### src/rtl/uart_pkg.sv
// Shared UART types and helpers.
// Used by the transmit framer and the future receiver.
package uart_pkg;

  typedef enum logic [2:0] {
    IDLE,
    START,
    DATA,
    PARITY,
    STOP
  } tx_state_t;

  function automatic int clks_per_bit(
    input int clk_freq,
    input int baud
  );
    return clk_freq / baud;
  endfunction

endpackage

### src/rtl/uart_tx_framer_if.sv
// Byte request / serial line bundle for the UART transmitter.
// The master drives requests; the slave is the framer.
interface uart_tx_framer_if #(
  parameter int DATA_BITS = 8
) ();

  logic                 start;
  logic [DATA_BITS-1:0] data_in;
  logic                 tx;
  logic                 busy;
  logic                 done;

  modport master (
    output start,
    output data_in,
    input  tx,
    input  busy,
    input  done
  );

  modport slave (
    input  start,
    input  data_in,
    output tx,
    output busy,
    output done
  );

endinterface

### src/rtl/uart_baud_cnt.sv
// Bit-period counter: counts 0..CLKS_PER_BIT-1 while enabled.
// Shared between the transmitter and the future receiver.
module uart_baud_cnt #(
  parameter int CLKS_PER_BIT = 434
) (
  input  logic clk,
  input  logic rst_n,
  input  logic clr_i,
  input  logic en_i,
  output logic tick_o
);

  localparam int W = $clog2(CLKS_PER_BIT);
  localparam logic [W-1:0] LAST = W'(CLKS_PER_BIT - 1);

  logic [W-1:0] cnt_q;
  logic [W-1:0] cnt_d;

  assign tick_o = (cnt_q == LAST);

  always_comb begin
    cnt_d = cnt_q;
    if (clr_i || tick_o) begin
      cnt_d = '0;
    end else if (en_i) begin
      cnt_d = cnt_q + W'(1);
    end
  end

  always_ff @(posedge clk or negedge rst_n) begin
    if (!rst_n) begin
      cnt_q <= '0;
    end else begin
      cnt_q <= cnt_d;
    end
  end

endmodule

### src/rtl/uart_tx_framer.sv
// UART transmit framer: start, LSB-first data, optional parity, stop.
// tx, busy and done are all registered.
module uart_tx_framer
  import uart_pkg::*;
#(
  parameter int CLK_FREQ   = 50_000_000,
  parameter int BAUD       = 115_200,
  parameter int DATA_BITS  = 8,
  parameter int PARITY_EN  = 1,
  parameter int PARITY_ODD = 0,
  parameter int STOP_BITS  = 1
) (
  input  logic         clk,
  input  logic         rst,
  uart_tx_framer_if.slave bus
);

  localparam int CPB = clks_per_bit(CLK_FREQ, BAUD);
  localparam logic [2:0] LAST_BIT = 3'(DATA_BITS - 1);
  localparam logic STOP_LAST = 1'(STOP_BITS - 1);

  tx_state_t            state_q;
  logic [DATA_BITS-1:0] shift_q;
  logic [2:0]           bit_idx_q;
  logic                 stop_idx_q;
  logic                 par_q;
  logic                 tx_q;
  logic                 busy_q;
  logic                 done_q;
  logic                 tick;

  // Held clear in IDLE so every bit period starts from zero.
  uart_baud_cnt #(
    .CLKS_PER_BIT(CPB)
  ) u_baud (
    .clk   (clk),
    .rst_n (rst),
    .clr_i (state_q == IDLE),
    .en_i  (state_q != IDLE),
    .tick_o(tick)
  );

  always_ff @(posedge clk or negedge rst) begin
    if (!rst) begin
      state_q    <= IDLE;
      shift_q    <= '0;
      bit_idx_q  <= '0;
      stop_idx_q <= 1'b0;
      par_q      <= 1'b0;
      tx_q       <= 1'b1;
      busy_q     <= 1'b0;
      done_q     <= 1'b0;
    end else begin
      done_q <= 1'b0;
      unique case (state_q)
        IDLE: begin
          if (bus.start) begin
            shift_q <= bus.data_in;
            par_q   <= ^bus.data_in ^ 1'(PARITY_ODD);
            tx_q    <= 1'b0;
            busy_q  <= 1'b1;
            state_q <= START;
          end
        end
        START: begin
          if (tick) begin
            tx_q      <= shift_q[0];
            bit_idx_q <= '0;
            state_q   <= DATA;
          end
        end
        DATA: begin
          if (tick) begin
            shift_q <= shift_q >> 1;
            if (bit_idx_q == LAST_BIT) begin
              if (PARITY_EN != 0) begin
                tx_q    <= par_q;
                state_q <= PARITY;
              end else begin
                tx_q       <= 1'b1;
                stop_idx_q <= 1'b0;
                state_q    <= STOP;
              end
            end else begin
              // Next bit is shift_q[1]: tx is a flop, so look one ahead.
              tx_q      <= shift_q[1];
              bit_idx_q <= bit_idx_q + 3'd1;
            end
          end
        end
        PARITY: begin
          if (tick) begin
            tx_q       <= 1'b1;
            stop_idx_q <= 1'b0;
            state_q    <= STOP;
          end
        end
        STOP: begin
          if (tick) begin
            if (stop_idx_q == STOP_LAST) begin
              busy_q  <= 1'b0;
              done_q  <= 1'b1;
              state_q <= IDLE;
            end else begin
              stop_idx_q <= 1'b1;
            end
          end
        end
        default: state_q <= IDLE;
      endcase
    end
  end

  assign bus.tx   = tx_q;
  assign bus.busy = busy_q;
  assign bus.done = done_q;

endmodule
### src/flat_wrapper.sv
// flat-port wrapper written by rule: the top's interface ports become plain ports
module uart_tx_framer_flat import uart_pkg::*;
#(
  parameter int CLK_FREQ   = 50_000_000,
  parameter int BAUD       = 115_200,
  parameter int DATA_BITS  = 8,
  parameter int PARITY_EN  = 1,
  parameter int PARITY_ODD = 0,
  parameter int STOP_BITS  = 1
)
  (clk, rst, bus_start, bus_data_in, bus_tx, bus_busy, bus_done);
  uart_tx_framer_if #(.DATA_BITS(DATA_BITS)) bus_i ();
  input  logic clk;
  input  logic rst;
  input wire logic [$bits(bus_i.start)-1:0] bus_start;
  input wire logic [$bits(bus_i.data_in)-1:0] bus_data_in;
  output wire logic [$bits(bus_i.tx)-1:0] bus_tx;
  output wire logic [$bits(bus_i.busy)-1:0] bus_busy;
  output wire logic [$bits(bus_i.done)-1:0] bus_done;
  assign bus_i.start = bus_start;
  assign bus_i.data_in = bus_data_in;
  assign bus_tx = bus_i.tx;
  assign bus_busy = bus_i.busy;
  assign bus_done = bus_i.done;
  uart_tx_framer #(.CLK_FREQ(CLK_FREQ), .BAUD(BAUD), .DATA_BITS(DATA_BITS), .PARITY_EN(PARITY_EN), .PARITY_ODD(PARITY_ODD), .STOP_BITS(STOP_BITS)) u_core (.clk(clk), .rst(rst), .bus(bus_i));
endmodule
### config.mk
export PLATFORM = sky130hd
export DESIGN_NAME = uart_tx_framer_flat
export DESIGN_NICKNAME = d
export VERILOG_FILES = /design/src/rtl/uart_pkg.sv /design/src/rtl/uart_tx_framer_if.sv /design/src/rtl/uart_baud_cnt.sv /design/src/rtl/uart_tx_framer.sv /design/src/flat_wrapper.sv
export SDC_FILE = /design/constraint.sdc
export NUM_CORES = 1
export LEC_CHECK = 0
export CAP_MARGIN = 5
export CELL_PAD_IN_SITES_DETAIL_PLACEMENT = 1
export CELL_PAD_IN_SITES_GLOBAL_PLACEMENT = 2
export CORE_MARGIN = 3
export CORE_UTILIZATION = 40
export DETAILED_ROUTE_END_ITERATION = 8
export PLACE_DENSITY = 0.84
export SKIP_LAST_GASP = 1
export SLEW_MARGIN = 0
export SYNTH_ARGS = -nofsm -noshare
export SYNTH_HDL_FRONTEND = slang
export SYNTH_SLANG_ARGS = --single-unit
### constraint.sdc
create_clock -name clk -period 2.5 [get_ports clk]
set_input_delay 0.25 -clock clk [delete_from_list [all_inputs] [get_ports clk]]
set_output_delay 0.25 -clock clk [all_outputs]
set_load 0.005 [all_outputs]
==> metrics.cfg, run 1 <==
[synthesis]
syn-instance-count=132
synth_ff_type=dfrtp_1
synth_top_area_share_pct=43.2
synth_edf_count=0
synth.area.top_cells=dfrtp_1, mux2_4, xnor2_1
yosysTopAreaCell=dfrtp_1
synth_nets=147
synth.avg_cell_area_sq_um=11.4
seq_area_frac_synth_pct=44.9
ys_warn_count=0
ys_async_sr_fraction_pct=100
yosysUniqueCellTypes=42
synth_area_sq_um=1510
synth-seq-cells=27

[floorplan]
num_io_pins=14
fp.dieH_um=67.4
initial_utilization_pct=43.5
core_area_sq_um=3470
rows=21
die-area_sq_um=4540
die_x_um=67.4

[timing]
final.period_utilization_pct=70.0
clock-skew-final_ps=1.20
setup_slack_ps=749
rsz0062_at_grt=no
slew_headroom_pct=61.8
slew_viol_final=0
fmax_mhz=571
hold_violations=0
fin_crit_ps=1750
fin_setup_tns_ps=0
setup_viol=0
tightest_slew_ps=571

[detailed_routing]
vias=996
drt_iter0_markers=68
route.met2.wl_um=1470
wl_met3_um=72
highest_layer=met4
wl_per_cell_um=15.2
drc_errors=0
wl_met1_um=1340
first_pass_iters=4
vias_per_cell=5.19
drtAntennaViolNets=0
wl_um=2910

[clocking]
cts_tree=yes
clkLatencyLatePin_ps=270
cts.repair.resized=0
hold_buffers=0
numCtsBuffers=3
htree_levels=1
clkSinkCount=27
post_cts_buffers=0
cts_buffer_depth=2
clkTransAtPathRegs_ps=90
clockRootBuffer=clkbuf_8

[status]
status=complete, no violations

[final_layout]
drive_above_1_share_pct=15.8
layout_commonest_cell=dfrtp_1
mostFrequentLayoutCells=dfrtp_1, nor2_1, clkdlybuf4s50_1, xnor2_1
final_cell_area_sq_um=1720
n_fill_cell=403
n_antenna_cell=0
syn2layout_area_growth_pct=14.1
fin_nets=162

[setup_path]
crit_path_end_kind=flip-flop
cp_max_fo=13
crit_path_start_kind=flip-flop
crit_type=reg2reg
crit_start=u_core.state_q[1]
crit_required_ps=2670
cp.arrival_ps=1920
worstReg2RegStart=u_core.state_q[1]

[placed_design]
dpl_worst_slack_ps=535
gp_congestion=0.767
io_buffers=13
placed_cell_area_sq_um=1680
hpwlAfterDp_um=2290

[grt]
grt-ovfl-total=0
grt_pass1_wl_um=5090
grt_usage_pct=14.8
grt_max_degree=16
antenna_found_initial=0
grt_pass1_vias=1108

[power_and_ir_drop]
vdd_drop_max_mv=0.291
p_int_uw=736
leakagePower_nw=0.728
swShare_pct=28.7
clkPwrFrac_pct=24.3
pwr-share-seq_pct=55.4
cellPowerDensity_nw_per_um2=600
p_switching_uw=297
total_power_mw=1.03
power_frac_comb_pct=20.4

[hold_path]
hp-class=in2async

[flow_run]
drv_cap=0

[flip-flops by register name, summed over array words and instances, names as in the netlist]
| name | flops |
|---|---|
| u_core.u_baud.cnt_q | 9 |
| u_core.bus.done | 1 |
| u_core.par_q | 1 |
| u_core.bit_idx_q | 3 |
| u_core.shift_q | 8 |
| u_core.bus.tx | 1 |
| u_core.state_q | 3 |
| u_core.bus.busy | 1 |
[metal layers]
layer	vias up	global-route usage, %
met3	2	1.50
met1	490	18.8
met2	13	26.5
li1	491	-
met5	-	0
met4	0	3.80
[metrics by stage]
| stage | hold WS, ps | cells | util (%) |
|---|---|---|---|
| global placement | 484 | 188 | 48.3 |
| finish | 334 | 192 | 49.6 |
| global route | 380 | 192 | 49.6 |
| detailed placement | 494 | 188 | 48.3 |
| CTS | 355 | 192 | 49.6 |
| floorplan | -45.6 | 132 | - |
[cell usage after synthesis (2+ instances only)]
cell type  count
dfrtp_1       26
nor2_1        14
xnor2_1       12
mux2_1         7
mux2_4         7
a21oi_1        6
inv_1          6
nand2_1        5
ha_1           4
nand3_1        4
o31ai_1        4
o41ai_1        3
xor2_1         3
mux2i_1        2
nand2_2        2
[layout make-up]
class | instances | area (sq um) | share of cell area, %
clock buffer | 4 | 45.0 | 2.62
sequential | 27 | 677 | 39.3
inverter | 6 | 22.5 | 1.31
tap | 46 | 57.6 | 3.35
multi-input combinational | 95 | 781 | 45.4
timing repair buffer | 14 | 138 | 8.00
[power groups by stage]
| stage | clock network (mW) | logic, mW | registers [mW] |
|---|---|---|---|
| after detailed placement | 0 | 0.217 | 0.581 |
| after global placement | 0 | 0.200 | 0.577 |
| final | 0.251 | 0.210 | 0.572 |
| after CTS | 0.257 | 0.217 | 0.573 |
| after global routing | 0.275 | 0.246 | 0.587 |
| after floorplan | 0 | 0.156 | 0.564 |
[logic make-up (layout without fill, tap and decap cells)]
group / count (synthesis) / in the layout / synth area share (%)
mux: 17 / 17 / 14.3
simple gates: 37 / 37 / 14.4
compound gates: 22 / 22 / 11.1
flops: 27 / 27 / 44.9
buf+inv: 10 / 24 / 3.32
xor+xnor: 15 / 15 / 8.71
fa+ha+maj: 4 / 4 / 3.32
[path summary, 6_finish.rpt]
path | to | slack (ps) | depth (start not counted)
setup / recovery | u_core.shift_q[4] | 750 | 3
hold / removal | u_core.bus.done | 330 | 1
setup reg to reg | u_core.shift_q[4] | 750 | 3
hold reg to reg | u_core.shift_q[3] | 520 | 1
max in group asynchronous | u_core.u_baud.cnt_q[8] | 1550 | 2
min in group clk | u_core.shift_q[3] | 520 | 1
[worst max-delay path, cell delays in order, from the launching register on]
cell,delay (ps)
dfrtp_1,690
nand2_2,300
mux2_1,390
mux2_4,260
No activity file was read; power rests on OpenSTA's default activity.
==> run 2: changes to the inputs <==
--- a/config.mk
+++ b/config.mk
@@ -9,9 +9,9 @@
 export CELL_PAD_IN_SITES_DETAIL_PLACEMENT = 1
 export CELL_PAD_IN_SITES_GLOBAL_PLACEMENT = 2
 export CORE_MARGIN = 3
-export CORE_UTILIZATION = 40
+export CORE_UTILIZATION = 34
 export DETAILED_ROUTE_END_ITERATION = 8
-export PLACE_DENSITY = 0.84
+export PLACE_DENSITY = 0.76
 export SKIP_LAST_GASP = 1
 export SLEW_MARGIN = 0
 export SYNTH_ARGS = -nofsm -noshare
==> constraint.sdc (replaced) <==
create_clock -name clk -period 1.6 [get_ports clk]
set_input_delay 0.16 -clock clk [delete_from_list [all_inputs] [get_ports clk]]
set_output_delay 0.16 -clock clk [all_outputs]
set_load 0.005 [all_outputs]
==> run 2 against run 1 <==
Highest routed layer unchanged. The run now ends with setup timing left. Utilization shrank 3.9 points. Clock power grew 56%. First-iteration DRC count shrank 44%. Routed wire length grew 7.6%. Final area grew 10%. Hold slack lost 77 ps. Flip-flop and latch count is the same. Clock skew is essentially flat. Sequential power grew 48%. Clock-buffer cell count shrank 1. Total power grew 69%. Register-to-register slack lost 750 ps.
==> metrics.cfg, run 2 (synthesized netlist as in run 1, its figures left out) <==
[status]
status=finished with violations
failed_checks=setup timing

[timing]
clock-skew-final_ps=0.924  ; -0.278 ps
setup_slack_ps=-5.56  ; -755 ps
final.period_utilization_pct=100  ; +30 points
setup_viol=6  ; +6
fin_crit_ps=1610  ; -145 ps
rsz0062_at_grt=yes
fin_setup_tns_ps=-13.9  ; -13.9 ps
slew_viol_final=0  ; unchanged
fin_hold_ws_ps=257  ; -76.8 ps
hold_violations=0  ; unchanged
tightest_slew_ps=402  ; -169 ps
fmax_mhz=623  ; +9.0%
slew_headroom_pct=73.2  ; +11 points

[setup_path]
worstReg2RegStart=u_core.u_baud.cnt_q[1]
r2r-end=u_core.shift_q[1]
critPathMaxStageDelay_ps=390  ; -300 ps
cp_max_fo=7  ; -6
critPathCapture=u_core.shift_q[1]
cpMaxStageDelayCell=dfrtp_1
crit_family=simple AND/OR/NAND/NOR gates
cp.arrival_ps=1770  ; -150 ps
crit_path_start_kind=flip-flop
crit_chain=inv_1 -> ha_1 -> and4bb_4 -> a31oi_4 -> nor2_8 -> mux2_4
crit_required_ps=1770  ; -900 ps
crit_start=u_core.u_baud.cnt_q[1]
rr_worst_depth=6  ; +3
crit_type=reg2reg
critPathBufInv=1  ; +1
rrSetupSlack_ps=-6  ; -750 ps
crit_path_end_kind=flip-flop
cp.depth=6  ; +3

[final_layout]
drive_above_1_share_pct=29.9  ; +14 points
top_regs=u_core.u_baud.cnt_q: 9 flops, u_core.shift_q: 8 flops
instances_no_fill=214  ; +11%
fin_util_pct=45.7  ; -3.9 points
fin_nets=180  ; +11%
syn2layout_area_growth_pct=25.7
n_fill_cell=479  ; +19%
final_cell_area_sq_um=1900  ; +10%
mostFrequentLayoutCells=dfrtp_1, buf_4, nor2_1, clkdlybuf4s50_1, xnor2_1
top_register=u_core.u_baud.cnt_q
n_antenna_cell=0  ; unchanged
layout_commonest_cell=dfrtp_1
largest_register_ffs=9  ; unchanged

[placed_design]
placed_cell_area_sq_um=1790  ; +6.6%
gp_congestion=0.722  ; -5.9%
io_buffers=13  ; unchanged
hpwlAfterDp_um=2420  ; +5.7%
dpl_worst_slack_ps=-39.4  ; -574 ps
dp.cells=206  ; +9.6%

[flow_run]
drv_cap=0  ; unchanged

[clocking]
clkTransAtPathRegs_ps=90  ; about the same
numCtsBuffers=3  ; unchanged
clockRootBuffer=clkbuf_8
clkLatencyLatePin_ps=270  ; about the same
htree_levels=1  ; unchanged
cts_tree=yes
cts_buffer_depth=2  ; unchanged
hold_buffers=0  ; unchanged
clkSinkCount=27  ; unchanged

[detailed_routing]
drtAntennaViolNets=0  ; unchanged
vias_per_cell=5.07  ; -2.4%
wl_per_cell_um=14.6  ; -3.4%
first_pass_iters=2  ; -2
drc_errors=0  ; unchanged
drt_iter0_markers=38  ; -44%
wl_um=3130  ; +7.6%
vias=1084  ; +8.8%

[power_and_ir_drop]
total_power_mw=1.74  ; +69%
leakagePower_nw=0.830  ; +14%
vdd_drop_max_mv=0.500  ; +72%
cellPowerDensity_nw_per_um2=919  ; +53%

[floorplan]
initial_utilization_pct=36.4  ; -7.1 points
rows=23  ; +9.5%
num_io_pins=14  ; unchanged
core_area_sq_um=4140  ; +19%
fp.dieH_um=72.6  ; +7.7%
die_x_um=72.6  ; +7.7%
die-area_sq_um=5270  ; +16%

[grt]
grt_max_degree=28  ; +12
grt_pass1_vias=1154  ; +4.2%
grt_usage_pct=13.1  ; -1.6 points
grt_pass1_wl_um=5500  ; +8.0%
grt-ovfl-total=0  ; unchanged
antenna_found_initial=0  ; unchanged

[hold_path]
hp-class=in2async

==> run 2: cell types whose count changed in the layout (fill, tap and decap cells not counted), sizes merged <==
cell    delta
buf       +18
clkbuf     -1
clkinv     +1
==> run 2: what timing repair did <==
item,in CTS,in global routing
pin swaps,1,4
cloned,0,0
resized for setup,1,7
setup endpoints to repair,9,13
buffers inserted,2,2
==> run 2: area by class of cell <==
type | instances | area (sq um) | share of cell area, %
Multi-Input combinational cell | 95 | 815 | 43.0
Tap cell | 50 | 62.6 | 3.30
Clock buffer | 3 | 41.3 | 2.18
Timing Repair Buffer | 32 | 273 | 14.4
Sequential cell | 27 | 677 | 35.7
Inverter | 6 | 22.5 | 1.19
Clock inverter | 1 | 5.00 | 0.264
==> run 2: how the worst min path moves through the flow <==
stage                                   start  slack [ps]                   to
after global placement    u_core.bit_idx_q[0]         480  u_core.bit_idx_q[0]
after floorplan                           rst        -140  u_core.bit_idx_q[0]
final                                     rst         260  u_core.bit_idx_q[0]
after global routing                      rst         300  u_core.bit_idx_q[2]
after CTS                                 rst         270  u_core.bit_idx_q[2]
after detailed placement    u_core.shift_q[5]         500    u_core.shift_q[5]
==> run 2: metal layers <==
metal	track usage (%)	part of all wire, %	vias to the layer above
met4	2.46	0.67	0
met2	23.3	52	8
li1	-	-	529
met5	0	0	-
met1	16.2	45	542
met3	3.03	2.7	5
==> run 2: worst register-to-register path: stages, from the launching register on <==
cell,delay [ps]
dfrtp_1,390
inv_1,60
ha_1,140
and4bb_4,290
a31oi_4,120
nor2_8,200
mux2_4,320
==> run 2: report_power, final <==
group | total [mW] | internal [mW] | switching (mW)
registers | 0.849 | 0.786 | 0.0624
clock network | 0.391 | 0.175 | 0.217
logic | 0.503 | 0.293 | 0.210
==> run 3: changes to the inputs <==
--- a/config.mk
+++ b/config.mk
@@ -9,9 +9,11 @@
 export CELL_PAD_IN_SITES_DETAIL_PLACEMENT = 1
 export CELL_PAD_IN_SITES_GLOBAL_PLACEMENT = 2
 export CORE_MARGIN = 3
-export CORE_UTILIZATION = 34
+export CORE_UTILIZATION = 38
+export CTS_CLUSTER_SIZE = 16
 export DETAILED_ROUTE_END_ITERATION = 8
-export PLACE_DENSITY = 0.76
+export GPL_ROUTABILITY_DRIVEN = 0
+export PLACE_DENSITY = 0.81
 export SKIP_LAST_GASP = 1
 export SLEW_MARGIN = 0
 export SYNTH_ARGS = -nofsm -noshare
==> constraint.sdc (replaced) <==
create_clock -name clk -period 1.8 [get_ports clk]
set_input_delay 0.18 -clock clk [delete_from_list [all_inputs] [get_ports clk]]
set_output_delay 0.18 -clock clk [all_outputs]
set_load 0.005 [all_outputs]
==> run 3 against run 2 <==
The flow now finishes without violations. Critical path depth did not move. Combinational power fell by 42%. Worst setup slack improved by 150 ps. Critical path type unchanged. Critical endpoint is now u_core.shift_q[6]. Largest power group unchanged.
==> metrics.cfg, run 3 (synthesized netlist as in run 1, its figures left out) <==
[floorplan]
die-area_sq_um=4760  ; -9.7%
die_x_um=69.0  ; -5.0%
rows=22  ; -4.3%
initial_utilization_pct=40.3  ; +3.9 points
num_io_pins=14  ; unchanged
fp.dieH_um=69.0  ; -5.0%
core_area_sq_um=3740  ; -9.7%

[final_layout]
top_regs=u_core.u_baud.cnt_q: 9 flops, u_core.shift_q: 8 flops
syn2layout_area_growth_pct=17.1
mostFrequentLayoutCells=dfrtp_1, nor2_1, clkdlybuf4s50_1, xnor2_1
drive_above_1_share_pct=19.2  ; -11 points
top_register=u_core.u_baud.cnt_q
layout_commonest_cell=dfrtp_1
n_antenna_cell=0  ; unchanged
fin_nets=167  ; -7.2%
largest_register_ffs=9  ; unchanged

[clocking]
cts_buffer_depth=2  ; unchanged
cts_tree=yes
clockRootBuffer=clkbuf_8
numCtsBuffers=3  ; unchanged
clkTransAtPathRegs_ps=90  ; about the same
clkLatencyLatePin_ps=270  ; about the same
htree_levels=1  ; unchanged
clkSinkCount=27  ; unchanged
hold_buffers=0  ; unchanged

[flow_run]
drv_cap=0  ; unchanged

[grt]
antenna_found_initial=0  ; unchanged
grt_usage_pct=15.8  ; +2.7 points
grt_pass1_vias=1139  ; -1.3%
grt_pass1_wl_um=5500  ; unchanged
grt_max_degree=28  ; unchanged
grt-ovfl-total=0  ; unchanged

[timing]
setup_slack_ps=147  ; +152 ps
fmax_mhz=605  ; -2.9%
slew_headroom_pct=75.2  ; +2.0 points
rsz0062_at_grt=no
final.period_utilization_pct=91.9  ; -8.5 points
slew_viol_final=0  ; unchanged
fin_setup_tns_ps=0  ; +13.9 ps
fin_crit_ps=1650  ; +47.8 ps
hold_violations=0  ; unchanged
clock-skew-final_ps=4.27  ; +3.35 ps
setup_viol=0  ; -6
tightest_slew_ps=361  ; -40.6 ps

[detailed_routing]
vias=1051  ; -3.0%
drt_iter0_markers=53  ; +39%
drtAntennaViolNets=0  ; unchanged
wl_per_cell_um=15.8  ; +7.8%
first_pass_iters=3  ; +1
wl_um=3140  ; +0.22%
drc_errors=0  ; unchanged
vias_per_cell=5.28  ; +4.3%

[setup_path]
crit_type=reg2reg
rr_worst_depth=6  ; unchanged
crit_required_ps=1960  ; +190 ps
cp.arrival_ps=1810  ; +40 ps
cp_max_fo=7  ; unchanged
crit_path_end_kind=flip-flop
crit_path_start_kind=flip-flop

[placed_design]
hpwlAfterDp_um=2370  ; -1.9%
dpl_worst_slack_ps=143  ; +182 ps
io_buffers=13  ; unchanged

[power_and_ir_drop]
vdd_drop_max_mv=0.544  ; +8.9%
cellPowerDensity_nw_per_um2=813  ; -12%
leakagePower_nw=0.753  ; -9.3%

[status]
status=complete, no violations

[hold_path]
hp-class=in2async

-- run 3: changes by cell type in the layout (fill, tap and decap cells not counted), sizes merged --
| cell | delta |
|---|---|
| buf | -13 |
| clkinv | -1 |
| clkbuf | +1 |
-- run 3: stage by stage --
stage          cells  util (%)  hold slack, ps  area, sq um  power [mW]
2_1_floorplan    132         -            -116         1510       0.999
3_3_place_gp     195      45.8             483         1720        1.09
3_5_place_dp     195      45.8             495         1720        1.11
4_1_cts          199      47.0             290         1760        1.46
5_1_grt          199      47.2             308         1770        1.55
6_report         199      47.2             281         1770        1.44
-- run 3: repair_timing --
action                                  CTS  global route
endpoints found under the hold margin     0             0
gates resized for setup                   0             1
setup buffers                             0             0
endpoints found under the setup margin    0             1
-- run 3: worst max-delay path: stages (launching register included) --
cell,delay (ps)
dfrtp_1,410
inv_1,60
ha_1,130
and4bb_4,290
a31oi_4,120
nor2_8,200
mux2_4,320
-- run 3: path summary, 6_finish.rpt --
path,from,to,slack [ps]
max in group asynchronous,rst,u_core.bus.tx,1220
hold reg to reg,u_core.bit_idx_q[0],u_core.bit_idx_q[0],510
min in group clk,u_core.bit_idx_q[0],u_core.bit_idx_q[0],510
hold / removal,rst,u_core.bus.busy,280
setup reg to reg,u_core.u_baud.cnt_q[1],u_core.shift_q[6],150
setup / recovery,u_core.u_baud.cnt_q[1],u_core.shift_q[6],150
-- run 3: routing by layer --
layer	vias up	GRT usage, %	routed length (um)
met4	0	3.65	17
met2	12	25.8	1530
li1	505	-	-
met1	532	21.2	1510
met3	2	3.57	83
met5	-	0	0
-- run 3: area by class of cell --
type | instances | area (sq um)
Inverter | 6 | 22.5
Clock buffer | 4 | 45.0
Tap cell | 48 | 60.1
Sequential cell | 27 | 677
Multi-Input combinational cell | 95 | 786
Timing Repair Buffer | 19 | 175
Fill cell | 431 | 1980
-- run 3: report_power, final --
part	switching (mW)	internal [mW]
sequential	0.0985	0.699
combinational	0.128	0.166
clock	0.186	0.158
total	0.412	1.02
==> patch 1: new RTL, config.mk and constraints of run 3 <==
`BAUD` is set to 115_200 in 2 places; all go to 460_800.
--- a/src/rtl/uart_tx_framer.sv
+++ b/src/rtl/uart_tx_framer.sv
@@ -4,7 +4,7 @@
   import uart_pkg::*;
 #(
   parameter int CLK_FREQ   = 50_000_000,
-  parameter int BAUD       = 115_200,
+  parameter int BAUD       = 460_800,
   parameter int DATA_BITS  = 8,
   parameter int PARITY_EN  = 1,
   parameter int PARITY_ODD = 0,
--- a/src/flat_wrapper.sv
+++ b/src/flat_wrapper.sv
@@ -2,7 +2,7 @@
 module uart_tx_framer_flat import uart_pkg::*;
 #(
   parameter int CLK_FREQ   = 50_000_000,
-  parameter int BAUD       = 115_200,
+  parameter int BAUD       = 460_800,
   parameter int DATA_BITS  = 8,
   parameter int PARITY_EN  = 1,
   parameter int PARITY_ODD = 0,
Function: no difference found for any inputs over 10 cycles, from zero or initial values and one cycle with rst low; that may be too few to reach the edited logic, so the function may still have changed.
==> patch 1 against run 3 <==
Setup slack worse by 0.090 ns; worst hold slack worse by 0.065 ns; cell area down 6.5%; count of clock-buffer cells in the layout unchanged; critical endpoint unchanged; critical path depth unchanged; global-route usage down 1.6 points; synthesized area down 9.9%; routed wire length down 9.9%; sequential cell count down 2; first-iteration DRC count down 49%.
Power is not compared: it rests on default switching activity, and its combinational part moved more than twofold at a synthesized area within 25%.
==> patch 1: results (changes against run 3) <==
Run status
  – Result of the run: complete, no violations

Worst setup path
  – Setup slack of the most critical reg-to-reg path: 0.06 ns (-0.09 ns)
  – R2r endpoint: u_core.shift_q[6]
  – Worst endpoint data arrival time: 1.96 ns (+0.15 ns)
  – Family with the most delay on the worst path: flip-flops
  – Biggest fanout along the worst timing path: 8 (+1)

Global routing
  – Global-route met3 utilization: 2.38% (-1.2 points)
  – Via count of the first global-routing pass: 1047 (-8.1%)
  – Pin count of the biggest net entering global routing: 26 (-7.1%)
  – Met1 track demand over resource: 18.6% (-2.6 points)
  – GRT met2 Usage: 23.3% (-2.6 points)
  – First-pass GRT wire length: 4.73 mm (-14%)
  – GRT Resource Usage Total: 14.2% (-1.6 points)

Synth
  – Share of synthesized area occupied by flip-flops and latches: 46.1% (+1.2 points)
  – Synth Net Count: 134 (-8.8%)
  – Top cells by area, synth: dfrtp_1, mux2_2, xnor2_1
  – Xor and xnor area share after synthesis: 7.73% (-0.98 points)
  – Distinct cell type count after synthesis: 35 (-17%)
  – Share of synthesized cell area in full adder, half adder and majority cells: 2.76% (-0.56 points)
  – Complex-gate fraction of the synthesized area: 9.85% (-1.3 points)
  – Post-synthesis mux area share: 12.4% (-1.8 points)

Place
  – Post-DP HPWL: 2.06 mm (-13%)

Clock tree
  – Clk Latency, worst-skew pair: 0.31 ns (+0.04 ns)
  – Total of cells resized after clock tree synthesis: 1 (+1)
  – Cell at the root of the clock tree: clkbuf_4
  – Clock input transition at the sequential cells of the worst setup and hold paths: 0.14 ns (+0.05 ns)

STA
  – Transition time at the pin with the least slew margin: 0.363 ns (+0.00132 ns)
  – Clock Skew: 0.00480 ns (+0.000533 ns)

Detailed routing
  – Violation count after the first detailed-route iteration: 27 (-49%)
  – WL final: 2.83 mm (-9.9%)
  – Vias after detailed routing: 953 (-9.3%)

Final layout
  – Leading registers by flop count: u_core.shift_q x8, u_core.u_baud.cnt_q x7
-- patch 1: worst register-to-register path, delay by kind of cell, from the launching register on --
kind	cells	cell delay [ns]
DFF	1	0.41
and+or+nand+nor	2	0.40
muxes	1	0.33
adders and majority gates	1	0.19
AOI/OAI and AO/OA	1	0.17
buffers and inverters	1	0.15
-- patch 1: metrics by stage --
stage	hold slack, ns	area, µm²	worst slack [ns]	instances
4_1_cts	0.220	1600	0.00821	188
3_5_place_dp	0.451	1570	-0.00544	184
3_3_place_gp	0.437	1570	0.0819	184
2_1_floorplan	-0.116	1360	0.0868	120
5_1_grt	0.230	1650	-0.0113	190
6_report	0.216	1650	0.0563	190
-- patch 1: worst min-delay path by stage --
| stage | slack (ns) | depth (start not counted) | from | endpoint |
|---|---|---|---|---|
| global route | 0.23 | 2 | rst | u_core.bus.busy |
| CTS | 0.22 | 2 | rst | u_core.bus.busy |
| floorplan | -0.12 | 0 | rst | u_core.bit_idx_q[0] |
| global placement | 0.44 | 1 | u_core.u_baud.cnt_q[0] | u_core.u_baud.cnt_q[0] |
| detailed placement | 0.45 | 1 | u_core.u_baud.cnt_q[0] | u_core.u_baud.cnt_q[0] |
| finish | 0.22 | 2 | rst | u_core.state_q[1] |
-- patch 1: routing by layer --
metal / part of all wire [%] / vias up / wire (µm)
met3: 3.2 / 2 / 90
met4: 0.74 / 0 / 21
li1: - / 473 / -
met2: 48 / 11 / 1360
met1: 48 / 467 / 1360
met5: 0 / - / 0
-- patch 1: final cells by class --
type / instances / area, µm² / area share [%]
repair buffers: 24 / 225 / 13.6
flip-flops and latches: 25 / 627 / 38.0
clock buffers: 4 / 26.3 / 1.59
multi-input cells: 89 / 707 / 42.8
well taps: 46 / 57.6 / 3.49
inverters: 2 / 7.51 / 0.455
==> patch 2: new RTL, settings of run 3 <==
Without the edit above. The 5 states of `tx_state_t` get a one-hot encoding in 5 bits.
--- a/src/rtl/uart_pkg.sv
+++ b/src/rtl/uart_pkg.sv
@@ -2,12 +2,12 @@
 // Used by the transmit framer and the future receiver.
 package uart_pkg;
 
-  typedef enum logic [2:0] {
-    IDLE,
-    START,
-    DATA,
-    PARITY,
-    STOP
+  typedef enum logic [4:0] {
+    IDLE   = 5'b00001,
+    START  = 5'b00010,
+    DATA   = 5'b00100,
+    PARITY = 5'b01000,
+    STOP   = 5'b10000
   } tx_state_t;
 
   function automatic int clks_per_bit(
Behaviour: same outputs for any inputs over 10 cycles, from zero or initial values and one cycle with rst low; not proved beyond that.
==> patch 2 against run 3 <==
Synthesized cell count increased by 6.8%; sequential cell count up 2; setup slack worse by 0.13 ns; routed wire length grew 20%; count of clock-buffer cells in the layout grew 3; cell area up 19%; global-route usage increased by 0.58 points; via count increased by 14%; clock skew grew 0.00061 ns; synthesized area is 10% higher.
Power is not compared: it rests on default switching activity, and its combinational part moved more than twofold at a synthesized area within 25%.
==> patch 2: results (changes against run 3) <==
Detailed routing
  – Length of the first detailed-routing pass in iterations: 4 (+1)
  – WL final: 3.78 mm (+20%)
  – Violation count after the first detailed-route iteration: 64 (+21%)
  – Vias after detailed routing: 1200 (+14%)

Run status
  – Result of the run: complete, no violations

Global routing
  – First-pass GRT wire length: 6.54 mm (+19%)
  – Via count of the first global-routing pass: 1333 (+17%)
  – GRT Resource Usage Total: 16.4% (+0.58 points)
  – Pin count of the biggest net entering global routing: 30 (+7.1%)

Worst setup path
  – Worst endpoint data arrival time: 1.94 ns (+0.13 ns)
  – Biggest fanout along the worst timing path: 5 (-2)
  – Worst path max stage delay: 0.36 ns (-0.05 ns)

Synth
  – Post-synthesis mux area share: 13.7% (-0.54 points)
  – Xor and xnor area share after synthesis: 8.45% (-0.26 points)
  – Leading cell types by count after synthesis: dfrtp_1, nor2_1, mux2_2
  – Share of synthesized area occupied by flip-flops and latches: 43.9% (-0.97 points)
  – Complex-gate fraction of the synthesized area: 8.68% (-2.4 points)
  – Distinct cell type count after synthesis: 44 (+4.8%)
  – Top cells by area, synth: dfrtp_1, mux2_4, mux2_2

Clock tree
  – Level count of the clock H-tree: 2 (+1)
  – Number of buffers added by the clock tree synthesis step: 5 (+2)
  – CTS sink count: 29 (+7.4%)
  – Cell at the root of the clock tree: clkbuf_8
  – Clock input transition at the sequential cells of the worst setup and hold paths: 0.06 ns (-0.03 ns)

Place
  – Post-DP HPWL: 2.77 mm (+17%)
  – DP Worst Slack: -0.0248 ns (-0.168 ns)
  – Post-Place Cell Area: 1950 µm² (+13%)

STA
  – Relative slew slack: 74.2% (-1.0 points)
  – Clock Skew: 0.00488 ns (+0.000612 ns)

Final layout
  – Fraction of final layout cells with drive strength greater than 1: 34.1% (+15 points)
  – Leading registers by flop count: u_core.u_baud.cnt_q x9, u_core.shift_q x8, u_core.state_q x5
  – Count of nets after finishing: 190 (+14%)
## patch 2: cell types whose count changed after synthesis, sizes merged, moves of 3 or more
cell,run 3,this run
xor2,3,8
a21oi,6,2
nand4,1,6
nor2,16,13
o31ai,4,0
o41ai,3,0
xnor2,12,8
o21ai,2,5
## patch 2: report_power, final
group	leakage [nW]	switching [mW]	total (mW)	internal [mW]
registers	0.366	0.172	1.02	0.849
logic	0.522	0.644	1.31	0.668
clock network	0.0542	0.248	0.593	0.345
## patch 2: final timing paths
| path | slack [ns] | end | start | cells past startpoint |
|---|---|---|---|---|
| max | 0.02 | u_core.state_q[2] | u_core.u_baud.cnt_q[1] | 6 |
| min | 0.29 | u_core.state_q[4] | rst | 2 |
| max reg2reg | 0.02 | u_core.state_q[2] | u_core.u_baud.cnt_q[1] | 6 |
| min reg2reg | 0.48 | u_core.par_q | u_core.par_q | 2 |
| max in group asynchronous | 1.20 | u_core.bus.tx | rst | 2 |
| min in group clk | 0.48 | u_core.par_q | u_core.par_q | 2 |
## patch 2: logic make-up (layout without fill, tap and decap cells)
family          count (synthesis)  in the layout
compound gates                 17             17
buf+inv                         9             44
simple gates                   48             48
xor+xnor                       16             16
flops                          29             29
fa+ha+maj                       4              4
mux                            18             18
## patch 2: what timing repair did
item	4_1_cts	5_1_grt
endpoints found under the setup margin	7	13
gates resized for setup	2	3
pin swaps	1	1
setup buffers	1	1
## patch 2: layout make-up
cell class / count / area (µm²)
Inverter: 4 / 15.0
Fill cell: 452 / 2010
Clock buffer: 7 / 96.3
Sequential cell: 29 / 729
Clock inverter: 1 / 5.00
Timing Repair Buffer: 32 / 298
Multi-Input combinational cell: 103 / 896
Tap cell: 50 / 62.6
## patch 2: routing by layer
metal / share of wire [%] / wire length [µm] / vias up / track usage (%)
met3: 3.4 / 128 / 5 / 4.43
met5: 0 / 0 / - / 0
met1: 46 / 1750 / 600 / 21.1
met4: 1.4 / 54 / 0 / 5.64
li1: - / - / 578 / -
met2: 49 / 1850 / 17 / 26.5
## patch 2: metrics by stage
stage          instances  total power, mW
2_1_floorplan        141             1.80
3_3_place_gp         216             2.16
3_5_place_dp         216             2.23
4_1_cts              225             2.93
5_1_grt              226             3.13
6_report             226             2.92
